`src/rtl/piano_pkg.sv`:
```
// piano_pkg: constants, FSM state type and key/note helpers shared across
// the piano key path.
package piano_pkg;

  localparam int unsigned KEY_W                   = 7;
  localparam int unsigned CODE_W                  = 3;
  localparam logic [2:0]  NOTE_NONE               = 3'd0;
  localparam int unsigned CLK_HZ                  = 10_000_000;
  localparam int unsigned DEBOUNCE_CYCLES_DEFAULT = 200_000;

  typedef enum logic {
    ST_IDLE = 1'b0,
    ST_HELD = 1'b1
  } key_state_e;

  // Keep only the highest-index set bit (do beats re ... beats xi).
  function automatic logic [KEY_W-1:0] msb_onehot(input logic [KEY_W-1:0] v);
    logic [KEY_W-1:0] r;
    r = '0;
    for (int i = 0; i < int'(KEY_W); i++) begin
      if (v[i]) begin
        r    = '0;
        r[i] = 1'b1;
      end
    end
    return r;
  endfunction

  // One-hot key vector to note number: Key[6]=do=1 ... Key[0]=xi=7, none=0.
  function automatic logic [CODE_W-1:0] note_code(input logic [KEY_W-1:0] onehot);
    logic [CODE_W-1:0] r;
    r = NOTE_NONE;
    for (int i = 0; i < int'(KEY_W); i++) begin
      if (onehot[i]) r = CODE_W'(int'(KEY_W) - i);
    end
    return r;
  endfunction

endpackage

```
`src/rtl/key_debounce_cell.sv`:
```
// key_debounce_cell: 2-flop synchronizer followed by a counter debouncer for
// one push-button.
// Ports:
//   clk, rst  - clock, asynchronous active-high reset
//   key_raw   - raw button input, asynchronous to clk
//   stable    - debounced level, changes only after DEBOUNCE_CYCLES
//               consecutive cycles of disagreement
module key_debounce_cell
  import piano_pkg::*;
#(
  parameter int unsigned DEBOUNCE_CYCLES = DEBOUNCE_CYCLES_DEFAULT
) (
  input  logic clk,
  input  logic rst,
  input  logic key_raw,
  output logic stable
);

  localparam int unsigned CNT_W = (DEBOUNCE_CYCLES > 1) ? $clog2(DEBOUNCE_CYCLES) : 1;
  localparam logic [CNT_W-1:0] CNT_LAST = CNT_W'(DEBOUNCE_CYCLES - 1);

  logic             sync1_q, sync1_d;
  logic             sync2_q, sync2_d;
  logic             stable_q, stable_d;
  logic [CNT_W-1:0] cnt_q, cnt_d;

  // Synchronizer shift and debounce counter; the counter only runs while the
  // synchronized level disagrees with the accepted level.
  always_comb begin
    sync1_d  = key_raw;
    sync2_d  = sync1_q;
    stable_d = stable_q;
    cnt_d    = '0;
    if (sync2_q != stable_q) begin
      if (cnt_q == CNT_LAST) begin
        stable_d = sync2_q;
      end else begin
        cnt_d = cnt_q + CNT_W'(1);
      end
    end
  end

  always_ff @(posedge clk or posedge rst) begin
    if (rst) begin
      sync1_q  <= 1'b0;
      sync2_q  <= 1'b0;
      stable_q <= 1'b0;
      cnt_q    <= '0;
    end else begin
      sync1_q  <= sync1_d;
      sync2_q  <= sync2_d;
      stable_q <= stable_d;
      cnt_q    <= cnt_d;
    end
  end

  assign stable = stable_q;

endmodule

```
`src/rtl/key_conditioner.sv`:
```
// key_conditioner: turns seven raw piano buttons into a single owned key.
// Each button is synchronized and debounced; an IDLE/HELD FSM keeps the
// first-chosen (highest-priority) key until it is released.
// Ports:
//   CLK, RST    - 10 MHz clock, asynchronous active-high reset
//   Key[6:0]    - raw buttons, Key[6]=do ... Key[0]=xi
//   KeyState    - conditioned key, one-hot or zero
//   KeyCode     - note number of KeyState (do=1 ... xi=7, 0=none)
//   KeyPress    - one-cycle pulse on each new non-zero KeyState
//   PressCount  - saturating press counter, only with KEY_PRESS_CNT_EN
// Build option: define KEY_PRESS_CNT_EN to add PressCount.
module key_conditioner
  import piano_pkg::*;
#(
  parameter int unsigned DEBOUNCE_CYCLES = DEBOUNCE_CYCLES_DEFAULT
) (
  input  logic              CLK,
  input  logic              RST,
  input  logic [KEY_W-1:0]  Key,
  output logic [KEY_W-1:0]  KeyState,
  output logic [CODE_W-1:0] KeyCode,
  output logic              KeyPress
`ifdef KEY_PRESS_CNT_EN
  ,
  output logic [7:0]        PressCount
`endif
);

  logic [KEY_W-1:0] stable;

  key_state_e        state_q, state_d;
  logic [KEY_W-1:0]  key_state_q, key_state_d;
  logic [CODE_W-1:0] key_code_q, key_code_d;
  logic              key_press_q, key_press_d;

  // Per-key synchronizer + debouncer.
  for (genvar g = 0; g < int'(KEY_W); g++) begin : g_cell
    key_debounce_cell #(
      .DEBOUNCE_CYCLES(DEBOUNCE_CYCLES)
    ) u_cell (
      .clk    (CLK),
      .rst    (RST),
      .key_raw(Key[g]),
      .stable (stable[g])
    );
  end

  // Ownership FSM: the owner is kept while still pressed; on its release the
  // highest remaining key takes over, otherwise fall back to IDLE.
  always_comb begin
    state_d     = state_q;
    key_state_d = key_state_q;
    case (state_q)
      ST_IDLE: begin
        if (|stable) begin
          state_d     = ST_HELD;
          key_state_d = msb_onehot(stable);
        end
      end
      ST_HELD: begin
        if ((stable & key_state_q) == '0) begin
          if (|stable) begin
            key_state_d = msb_onehot(stable);
          end else begin
            state_d     = ST_IDLE;
            key_state_d = '0;
          end
        end
      end
    endcase
    key_code_d  = note_code(key_state_d);
    key_press_d = (key_state_d != '0) && (key_state_d != key_state_q);
  end

  always_ff @(posedge CLK or posedge RST) begin
    if (RST) begin
      state_q     <= ST_IDLE;
      key_state_q <= '0;
      key_code_q  <= NOTE_NONE;
      key_press_q <= 1'b0;
    end else begin
      state_q     <= state_d;
      key_state_q <= key_state_d;
      key_code_q  <= key_code_d;
      key_press_q <= key_press_d;
    end
  end

  assign KeyState = key_state_q;
  assign KeyCode  = key_code_q;
  assign KeyPress = key_press_q;

`ifdef KEY_PRESS_CNT_EN
  logic [7:0] press_count_q, press_count_d;

  // Counts alongside KeyPress, saturating at 255.
  always_comb begin
    press_count_d = press_count_q;
    if (key_press_d && (press_count_q != 8'hFF)) begin
      press_count_d = press_count_q + 8'd1;
    end
  end

  always_ff @(posedge CLK or posedge RST) begin
    if (RST) begin
      press_count_q <= 8'd0;
    end else begin
      press_count_q <= press_count_d;
    end
  end

  assign PressCount = press_count_q;
`endif

endmodule

```
`config.mk`:
```
export PLATFORM = sky130hd
export DESIGN_NAME = key_conditioner
export DESIGN_NICKNAME = d
export VERILOG_FILES = /design/src/rtl/piano_pkg.sv /design/src/rtl/key_debounce_cell.sv /design/src/rtl/key_conditioner.sv
export SDC_FILE = /design/constraint.sdc
export NUM_CORES = 1
export LEC_CHECK = 0
export ABC_CLOCK_PERIOD_IN_PS = 6100
export CORE_MARGIN = 5
export CORE_UTILIZATION = 60
export CTS_CLUSTER_SIZE = 16
export DETAILED_ROUTE_END_ITERATION = 10
export GPL_ROUTABILITY_DRIVEN = 1
export PLACE_DENSITY = 0.78
export REMOVE_ABC_BUFFERS = 1
export SYNTH_ARGS = -nofsm -noshare
export SYNTH_HDL_FRONTEND = slang
export SYNTH_SLANG_ARGS = --single-unit
```
`constraint.sdc`:
```
create_clock -name CLK -period 6.1 [get_ports CLK]
set_clock_uncertainty 0.05 [all_clocks]
set_input_delay 0.915 -clock CLK [delete_from_list [all_inputs] [get_ports CLK]]
set_output_delay 0.915 -clock CLK [all_outputs]
set_load 0.005 [all_outputs]
```
* After elaboration in Yosys (flattened, before gate mapping)
Index checks and enable logic that the tools add are counted.
** Storage, ports and cells
- Latch bits :: 0
- ROM bits :: 0
- Word-level logic and storage cells :: 102
- Output and inout bits :: 11
- Register bits after elaboration :: 159
- Bits of input ports :: 9
- Bits in writable memories :: 0
- Memories kept :: 0
** Cells by class
- Reductions and logical operators :: 11
- Equality and inequality tests :: 15
- Bitwise gates (word level) :: 2
- Shift operators :: 0
- $mul :: 0
- Mux-type cells :: 35
- Add/subtract/negate cells :: 7
- Magnitude comparators :: 0
- Div/mod/pow operators :: 0
** Operators by type and width (count)
- two-way mux 18 bit :: 14
- adder 18 x 1 -> 18 bit, second input constant :: 7
- == test 18 bit, second input constant :: 7
- two-way mux 7 bit :: 9
- two-way mux 3 bit :: 7
- one-hot mux 7 bit (2 select lines) :: 1
- AND reduction 2 bit :: 7
- AND 7 bit :: 1
- logical NOT 7 bit :: 1
- inequality test 1 bit :: 7
- inequality test 7 bit :: 1
- nonzero test 7 bit :: 1
- OR reduction 7 bit :: 1
- two-way mux 1 bit :: 3
- one-hot mux 1 bit (2 select lines) :: 1
- logical AND 1 bit :: 1
- inverter 1 bit :: 1

* Depth between registers and ports, before layout
Gate-level depths: netlist of run 1.
- Depth in word-level cells :: 17
- Mapped depth :: 8
- Depth with buffers taken out :: 7

* Hierarchy
Synthesis of run 1 repeated with hierarchy kept, for this count alone.
** Unflattened totals
- Cell total of the unflattened synthesis :: 779
- Area, all modules :: 7976.4 um^2
** Modules (own cells, without submodules)
- key_debounce_cell :: cells an instance 96, times used 7, sequential area each 525.5 um^2, area each 1006.0 um^2
- key_conditioner :: cells an instance 107, times used 1, sequential area each 300.3 um^2, area each 934.6 um^2

* Worst setup path before layout of run 1
No wires, ideal clock.
- Path kind :: register to register
- Start :: register g_cell[2].u_cell.stable_q
- End :: register key_press_q, in the netlist KeyPress
- Cell stages (with the launch flop) :: 8
- Arrival :: 1954 ps
- Setup time :: 126 ps
- Clock period less this slack :: 2130 ps
- Setup slack :: 3970 ps
- Path buffers :: 1
- Data required time :: 5924 ps
- Cell sequence :: dfrtp_1 -> buf_6 -> a222oi_1 -> and3_2 -> a21oi_4 -> a32o_2 -> or3b_1 -> o32a_1
** On the way
- Word-level cells in the longest chain between the ends :: 10
- Elaborated cells on any way between the ends :: 15
- Those cells by class :: eq/ne (1); mux (9); bitwise (1); reduce/logical (4)
** RTL lines
- start, declared :: line key_debounce_cell.sv:24 : logic stable_q, stable_d;
- start signal, assigned :: line key_debounce_cell.sv:52 : stable_q <= stable_d;
- two-way mux 7 bit (5 in series) :: line piano_pkg.sv:21 : if (v[i]) begin
- two-way mux 7 bit :: line key_conditioner.sv:62 : if (|stable) begin
- two-way mux 7 bit :: line key_conditioner.sv:61 : if ((stable & key_state_q) == '0) begin
- one-hot mux 7 bit (2 select lines) (*) :: line key_conditioner.sv:53 : case (state_q)
- named net key_state_d[5] :: line key_conditioner.sv:32 : logic [KEY_W-1:0] key_state_q, key_state_d;
- inequality test 7 bit / nonzero test 7 bit (equally long branches) :: line key_conditioner.sv:72 : key_press_d = (key_state_d != '0) && (key_state_d != key_state_q);
- logical AND 1 bit (*) :: line key_conditioner.sv:72
- named net key_press_d :: line key_conditioner.sv:34 : logic key_press_q, key_press_d;
- end signal, assigned :: line key_conditioner.sv:85 : key_press_q <= key_press_d;
- end, declared :: line key_conditioner.sv:34
The timed path passes the listed nets; every way through them passes the cells marked *.
A chain may end at the register's enable or synchronous reset.

* Worst setup path after layout of run 1
- Start :: register key_state_q[1], in the netlist KeyState[1]
- End :: output KeyState[1]
** RTL lines
- start, declared :: line key_conditioner.sv:32
- start signal, assigned :: line key_conditioner.sv:83 : key_state_q <= key_state_d;
- end, declared :: line key_conditioner.sv:20 : output logic [KEY_W-1:0] KeyState,
No word-level cell between the ends.

==> results of run 1 <==
[worst max-delay path by stage]
| stage | from | slack [ns] | to |
|---|---|---|---|
| 2_1_floorplan | RST | 0.84 | KeyCode[0]$_DFF_PP0_ |
| 5_1_grt | RST | 3.48 | g_cell[1].u_cell.cnt_q[3]$_DFF_PP0_ |
| 3_5_place_dp | RST | 3.26 | g_cell[1].u_cell.cnt_q[3]$_DFF_PP0_ |
| 3_3_place_gp | RST | 3.29 | g_cell[1].u_cell.cnt_q[0]$_DFF_PP0_ |
| 6_report | KeyState[1]$_DFF_PP0_ | 3.67 | KeyState[1] |
| 4_1_cts | KeyState[3]$_DFF_PP0_ | 3.66 | KeyState[3] |
[cell type report]
type,instances,share of cell area
Inverter,23,0.0111
Tap cell,147,0.0223
Timing Repair Buffer,20,0.0240
Clock buffer,20,0.0542
Sequential cell,159,0.483
Multi-Input combinational cell,529,0.389
Clock inverter,12,0.0165
[cell usage in the layout (no fill, tap or decap), types with 4 or more instances in the layout]
cell type / instances
nor2_1: 160
dfrtp_1: 159
xor2_1: 63
xnor2_1: 55
nand3_1: 45
nand2_1: 42
nor3_1: 28
nand4_1: 28
and3_1: 23
inv_1: 22
clkdlybuf4s50_1: 19
clkbuf_16: 17
or2_2: 9
mux2_2: 7
ha_1: 7
a21oi_1: 6
nor2b_1: 5
or4b_2: 5
o21ai_0: 4
[routing by layer]
layer / vias up / part of all wire / global-route usage
met5: - / 0 / 0
met4: 0 / 0.015 / 0.0708
met3: 28 / 0.035 / 0.0566
met2: 92 / 0.50 / 0.335
met1: 2507 / 0.45 / 0.255
li1: 2496 / - / -
[through the flow]
| stage | setup slack (ns) | total power [uW] |
|---|---|---|
| finish | 3.67 | 2180 |
| floorplan | 0.843 | 1140 |
| detailed placement | 3.26 | 1170 |
| CTS | 3.66 | 2200 |
| global route | 3.48 | 2260 |
| global placement | 3.29 | 1160 |
[where the power goes]
part           switching [uW]  leakage (uW)  internal, uW
logic                    42.5       0.00121          18.9
clock network             417      0.000277           616
registers                13.1       0.00217          1070
[state kept, by name (all words and copies together) (netlist names)]
name	flops
state_q	1
g_cell.u_cell.cnt_q	126
g_cell.u_cell.sync2_q	7
KeyCode	3
KeyPress	1
g_cell.u_cell.stable	7
KeyState	7
g_cell.u_cell.sync1_q	7
[cells by family after synthesis]
kind of cell | Yosys count | share of synthesized area
xor+xnor | 118 | 0.140
buf+inv | 42 | 0.0251
fa+ha+maj | 7 | 0.0119
flops | 159 | 0.540
simple gates | 361 | 0.234
compound gates | 36 | 0.0387
mux | 7 | 0.0107
==> flow_metrics.env, run 1 <==
export IMPL_num_nets_final=766
export IMPL_wl_mm=13.5
export IMPL_ios=20
export IMPL_path_cells="clkdlybuf4s50_1"
export IMPL_multi_input_area_um2=3210
export IMPL_vias=5123
export IMPL_cp_top_family="buffers and inverters"
export IMPL_synthTopCellsByArea="dfrtp_1 54%, nor2_1 8.1%, xor2_1 7.5%, xnor2_1 6.5%, nand3_1 3.1%"
export IMPL_worstReg2RegEnd="KeyPress$_DFF_PP0_"
export IMPL_min_period_ns=2.43
export IMPL_status="complete, no violations"
export IMPL_whs_ns=0.297
export IMPL_dieHeight_um=121
export IMPL_syn_inst=730
export IMPL_io_buffers=19
export IMPL_timing_slew_headroom=0.380
export IMPL_avgSynthCellArea_um2=10.1
export IMPL_areaGrowthSynthToFinish_pct=11.8
export IMPL_hold_viol=0
export IMPL_r2r_start="g_cell[6].u_cell.stable$_DFFE_PP0P_"
export IMPL_worstHoldEndpoint="g_cell[6].u_cell.sync2_q$_DFF_PP0_"
export IMPL_drt_iter0_drc=460
export IMPL_syn_area_um2=7370
export IMPL_hold_start="g_cell[6].u_cell.sync1_q$_DFF_PP0_"
export IMPL_dp_hpwl_mm=9.14
export IMPL_die_area_um2=14600
export IMPL_fin_cells=910
export IMPL_overflow=0
export IMPL_cp_data_required_time_ns=5.13
export IMPL_power_density_nw_per_um2=264
export IMPL_setup_viol=0
export IMPL_postCtsSetupBuffers=0
export IMPL_cts_root_buf="clkbuf_16"
export IMPL_yosysWarnings=0
export IMPL_cp_slowest_cell="clkdlybuf4s50_1"
export IMPL_vdd_drop_max_mv=0.344
export IMPL_drv_slew=0
export IMPL_post_place_cells=878
export IMPL_reg2reg_slack_ns=3.68
export IMPL_fin_tns_setup_ns=0
export IMPL_worstSetupEndpointType="primary output"
export IMPL_cts_buffers=17
export IMPL_clock_sinks=159
export IMPL_cp_num_cells=1
export IMPL_reg2reg_depth=6
export IMPL_fin_util=0.686
export IMPL_rsz0062_at_grt="false"
export IMPL_yosysTopAreaCell="dfrtp_1"
export IMPL_rows=40
export IMPL_whs_path_depth=0
export IMPL_n_fill_cell=901
export IMPL_yosysMostFrequentCell="nor2_1"
export IMPL_grt_pass1_vias=5170
export IMPL_ys_ff_latch=159
export IMPL_grt_max_degree=113
export IMPL_synthDistinctLibCells=51
export IMPL_cts_max_path_buffers=2
export IMPL_finalCritPeriodShare=0.398
export IMPL_timing_fmax_ghz=0.412
export IMPL_cp_max_fo=6
export IMPL_h_tree_depth=4
export IMPL_synth_edf_count=0
export IMPL_routedWlPerCell_um=14.9
export IMPL_antenna_left=0
export IMPL_max_stage_delay_ns=0.57
export IMPL_path_buf_inv=1
export IMPL_yosysSeqAreaShare=0.540
export IMPL_place_congestion=0.867
export IMPL_vias_per_cell=5.63
export IMPL_start_util=0.614
export IMPL_maxCapViolCount=0
export IMPL_drc=0
export IMPL_antenna_found_initial=0
export IMPL_cts_tree="done"
export IMPL_hp_class="reg -> reg"
export IMPL_synth_ff_type="dfrtp_1"
export IMPL_gr_usage_all_layers=0.202
export IMPL_first_pass_iters=5
export IMPL_clk_pin_slew_ns=0.06
export IMPL_design_area_um2=8240
export IMPL_start_kind="flop"
export IMPL_antenna_cells=0
export IMPL_yosysTopAreaCellShare=0.540
export IMPL_worst_slew_pin_slew_ns=0.931
export IMPL_grt_pass1_wl_mm=23.7
export IMPL_clock_latency_ns=0.42
export IMPL_regArea_um2=3980
export IMPL_ctsHoldBuffers=0
export IMPL_die_w_um=121
export IMPL_core_um2=12000
export IMPL_critPathKind="reg -> out"
export IMPL_synth_async_sr_flop_share=1.00
export IMPL_cts_repair_resized=0
export IMPL_p_leak_uw=0.00366
export IMPL_synth_common_cells="160 x nor2_1, 159 x dfrtp_1, 63 x xor2_1, 55 x xnor2_1, 45 x nand3_1"
export IMPL_crit_arrival_ns=1.46
export IMPL_drive_gt1_frac=0.0799
export IMPL_place_area_um2=7660
Power figures use the tool's default switching activity.
==> run 2, diff against run 1 <==
- ABC_CLOCK_PERIOD_IN_PS: 6100 -> 2100
- CORE_UTILIZATION: 60 -> 56
- PLACE_DENSITY: 0.78 -> 0.76
- clock period: 6.1 -> 2.1 ns (I/O delays scaled with it)
==> run 2 against run 1 <==
- the flow now finishes with violations (negative setup slack)
- first-iteration DRC count is 26% lower
- cell count up 7.1%
- register-to-register slack lost 3.7 ns
- sequential power increased to 2.9 times the previous value
- non-clock buffer count up 36
- power grew to 2.8 times the previous value
- via count grew 2.9%
- die area increased by 6.5%
- largest cell class unchanged
==> flow_metrics.env, run 2 (synthesis results as in run 1) <==
export IMPL_final_cell_mix="160 x nor2_1, 157 x dfrtp_1, 63 x xor2_1"
export IMPL_h_tree_depth=4
export IMPL_finalCritPeriodShare=1.01
export IMPL_start_kind="flop"
export IMPL_reg2reg_slack_ns=-0.03
export IMPL_drt_iter0_drc=341
export IMPL_clk_pin_slew_ns=0.06
export IMPL_rsz0062_at_grt="true"
export IMPL_core_um2=13100
export IMPL_vias=5273
export IMPL_r2r_start="KeyState[0]$_DFF_PP0_"
export IMPL_drv_slew=0
export IMPL_clock_sinks=159
export IMPL_ios=20
export IMPL_fin_tns_setup_ns=-0.0468
export IMPL_critPathKind="reg -> reg"
export IMPL_dieHeight_um=125
export IMPL_startpoint="KeyState[0]$_DFF_PP0_"
export IMPL_cts_tree="done"
export IMPL_antenna_cells=0
export IMPL_timing_fmax_ghz=0.470
export IMPL_cts_buffers=17
export IMPL_power_total_uw=6160
export IMPL_endpoint="KeyPress$_DFF_PP0_"
export IMPL_regMostFlops="g_cell.u_cell.cnt_q"
export IMPL_gr_usage_all_layers=0.193
export IMPL_worstSetupEndpointType="flop"
export IMPL_post_place_cells=940
export IMPL_first_pass_iters=4
export IMPL_cts_root_buf="clkbuf_16"
export IMPL_cts_max_path_buffers=2
export IMPL_largest_reg_flops=126
export IMPL_setup_viol=2
export IMPL_vias_per_cell=5.41
export IMPL_multi_input_area_um2=3240
export IMPL_rows=42
export IMPL_io_buffers=19
export IMPL_dp_hpwl_mm=9.81
export IMPL_start_util=0.563
export IMPL_die_w_um=125
export IMPL_place_ws_ns=-0.0261
export IMPL_antenna_left=0
export IMPL_grt_pass1_vias=5380
export IMPL_reg2reg_depth=7
export IMPL_wl_mm=14.3
export IMPL_layout_commonest_cell="nor2_1"
export IMPL_routedWlPerCell_um=14.7
export IMPL_drc=0
export IMPL_n_fill_cell=983
export IMPL_fin_cells=975
export IMPL_place_congestion=0.851
export IMPL_fin_util=0.657
export IMPL_hp_class="in -> async"
export IMPL_antenna_found_initial=0
export IMPL_violations="negative setup slack"
export IMPL_timing_slew_headroom=0.681
export IMPL_die_area_um2=15600
export IMPL_power_density_nw_per_um2=717
export IMPL_vdd_drop_max_mv=0.607
export IMPL_num_nets_final=802
export IMPL_grt_pass1_wl_mm=24.9
export IMPL_overflow=0
export IMPL_maxCapViolCount=0
export IMPL_crit_arrival_ns=2.38
export IMPL_worst_slew_pin_slew_ns=0.474
export IMPL_hold_viol=0
export IMPL_clock_latency_ns=0.42
export IMPL_areaGrowthSynthToFinish_pct=16.6
export IMPL_grt_max_degree=50
export IMPL_cp_max_fo=6
export IMPL_drive_gt1_frac=0.134
export IMPL_worstReg2RegEnd="KeyPress$_DFF_PP0_"
export IMPL_min_period_ns=2.13
export IMPL_regArea_um2=3980
export IMPL_setup_slack_ns=-0.0270
export IMPL_cp_data_required_time_ns=2.35
export IMPL_status="complete, but fails checks"
export IMPL_p_leak_uw=0.00384
[run 2: repair_timing]
action / 4_1_cts / 5_1_grt
setup endpoints to repair: 2 / 77
buffers inserted: 0 / 3
pin swaps: 1 / 2
hold buffers: 0 / 0
resized for setup: 2 / 15
[run 2: worst max-delay path, cell delays in order (launching register included)]
cell and delay [ns]:
dfrtp_1 0.38, a222oi_1 0.42, and3_4 0.26, a21oi_4 0.07, buf_6 0.14, a22o_1 0.21
a2111o_1 0.32, o32a_1 0.17
[run 2: worst min-delay path by stage]
stage                     slack [ns]  depth (start not counted)                          startpoint                                  end
after detailed placement        0.29                          0  g_cell[6].u_cell.sync1_q$_DFF_PP0_   g_cell[6].u_cell.sync2_q$_DFF_PP0_
final                           0.22                          2                                 RST  g_cell[1].u_cell.cnt_q[3]$_DFF_PP0_
after global placement          0.28                          0  g_cell[1].u_cell.sync1_q$_DFF_PP0_   g_cell[1].u_cell.sync2_q$_DFF_PP0_
after floorplan                 0.28                          0  g_cell[0].u_cell.sync1_q$_DFF_PP0_   g_cell[0].u_cell.sync2_q$_DFF_PP0_
after global routing            0.24                          2                                 RST   g_cell[1].u_cell.sync2_q$_DFF_PP0_
after CTS                       0.21                          2                                 RST  g_cell[1].u_cell.cnt_q[3]$_DFF_PP0_
[run 2: per-layer routing]
| layer | up-vias | share of wire | track usage |
|---|---|---|---|
| li1 | 2573 | - | - |
| met1 | 2585 | 0.45 | 0.241 |
| met2 | 90 | 0.50 | 0.323 |
| met3 | 25 | 0.031 | 0.0497 |
| met4 | 0 | 0.020 | 0.0754 |
| met5 | - | 0 | 0 |
[run 2: layout make-up]
| class | count | area share |
|---|---|---|
| inverters | 23 | 0.0106 |
| repair buffers | 56 | 0.0592 |
| clock inverters | 14 | 0.0130 |
| flip-flops and latches | 159 | 0.463 |
| well taps | 176 | 0.0256 |
| multi-input cells | 529 | 0.377 |
| clock buffers | 18 | 0.0511 |
[run 2: per-stage QoR]
step,area (um2),hold slack (ns)
CTS,8540,0.210
floorplan,7270,0.281
global route,8600,0.237
finish,8600,0.223
global placement,7980,0.283
detailed placement,7980,0.289
[run 2: where the power goes]
group	internal, uW	leakage, uW	switching [uW]
Sequential	3110	0.00217	39.4
Clock	1560	0.000269	1250
Combinational	69.3	0.00140	130
==> run 3, diff against run 2 <==
- CAP_MARGIN: default -> 20
- CTS_CLUSTER_DIAMETER: default -> 60
==> results of run 3 <==
Same layout as run 2: the final DEF is identical, and so are final timing and power.
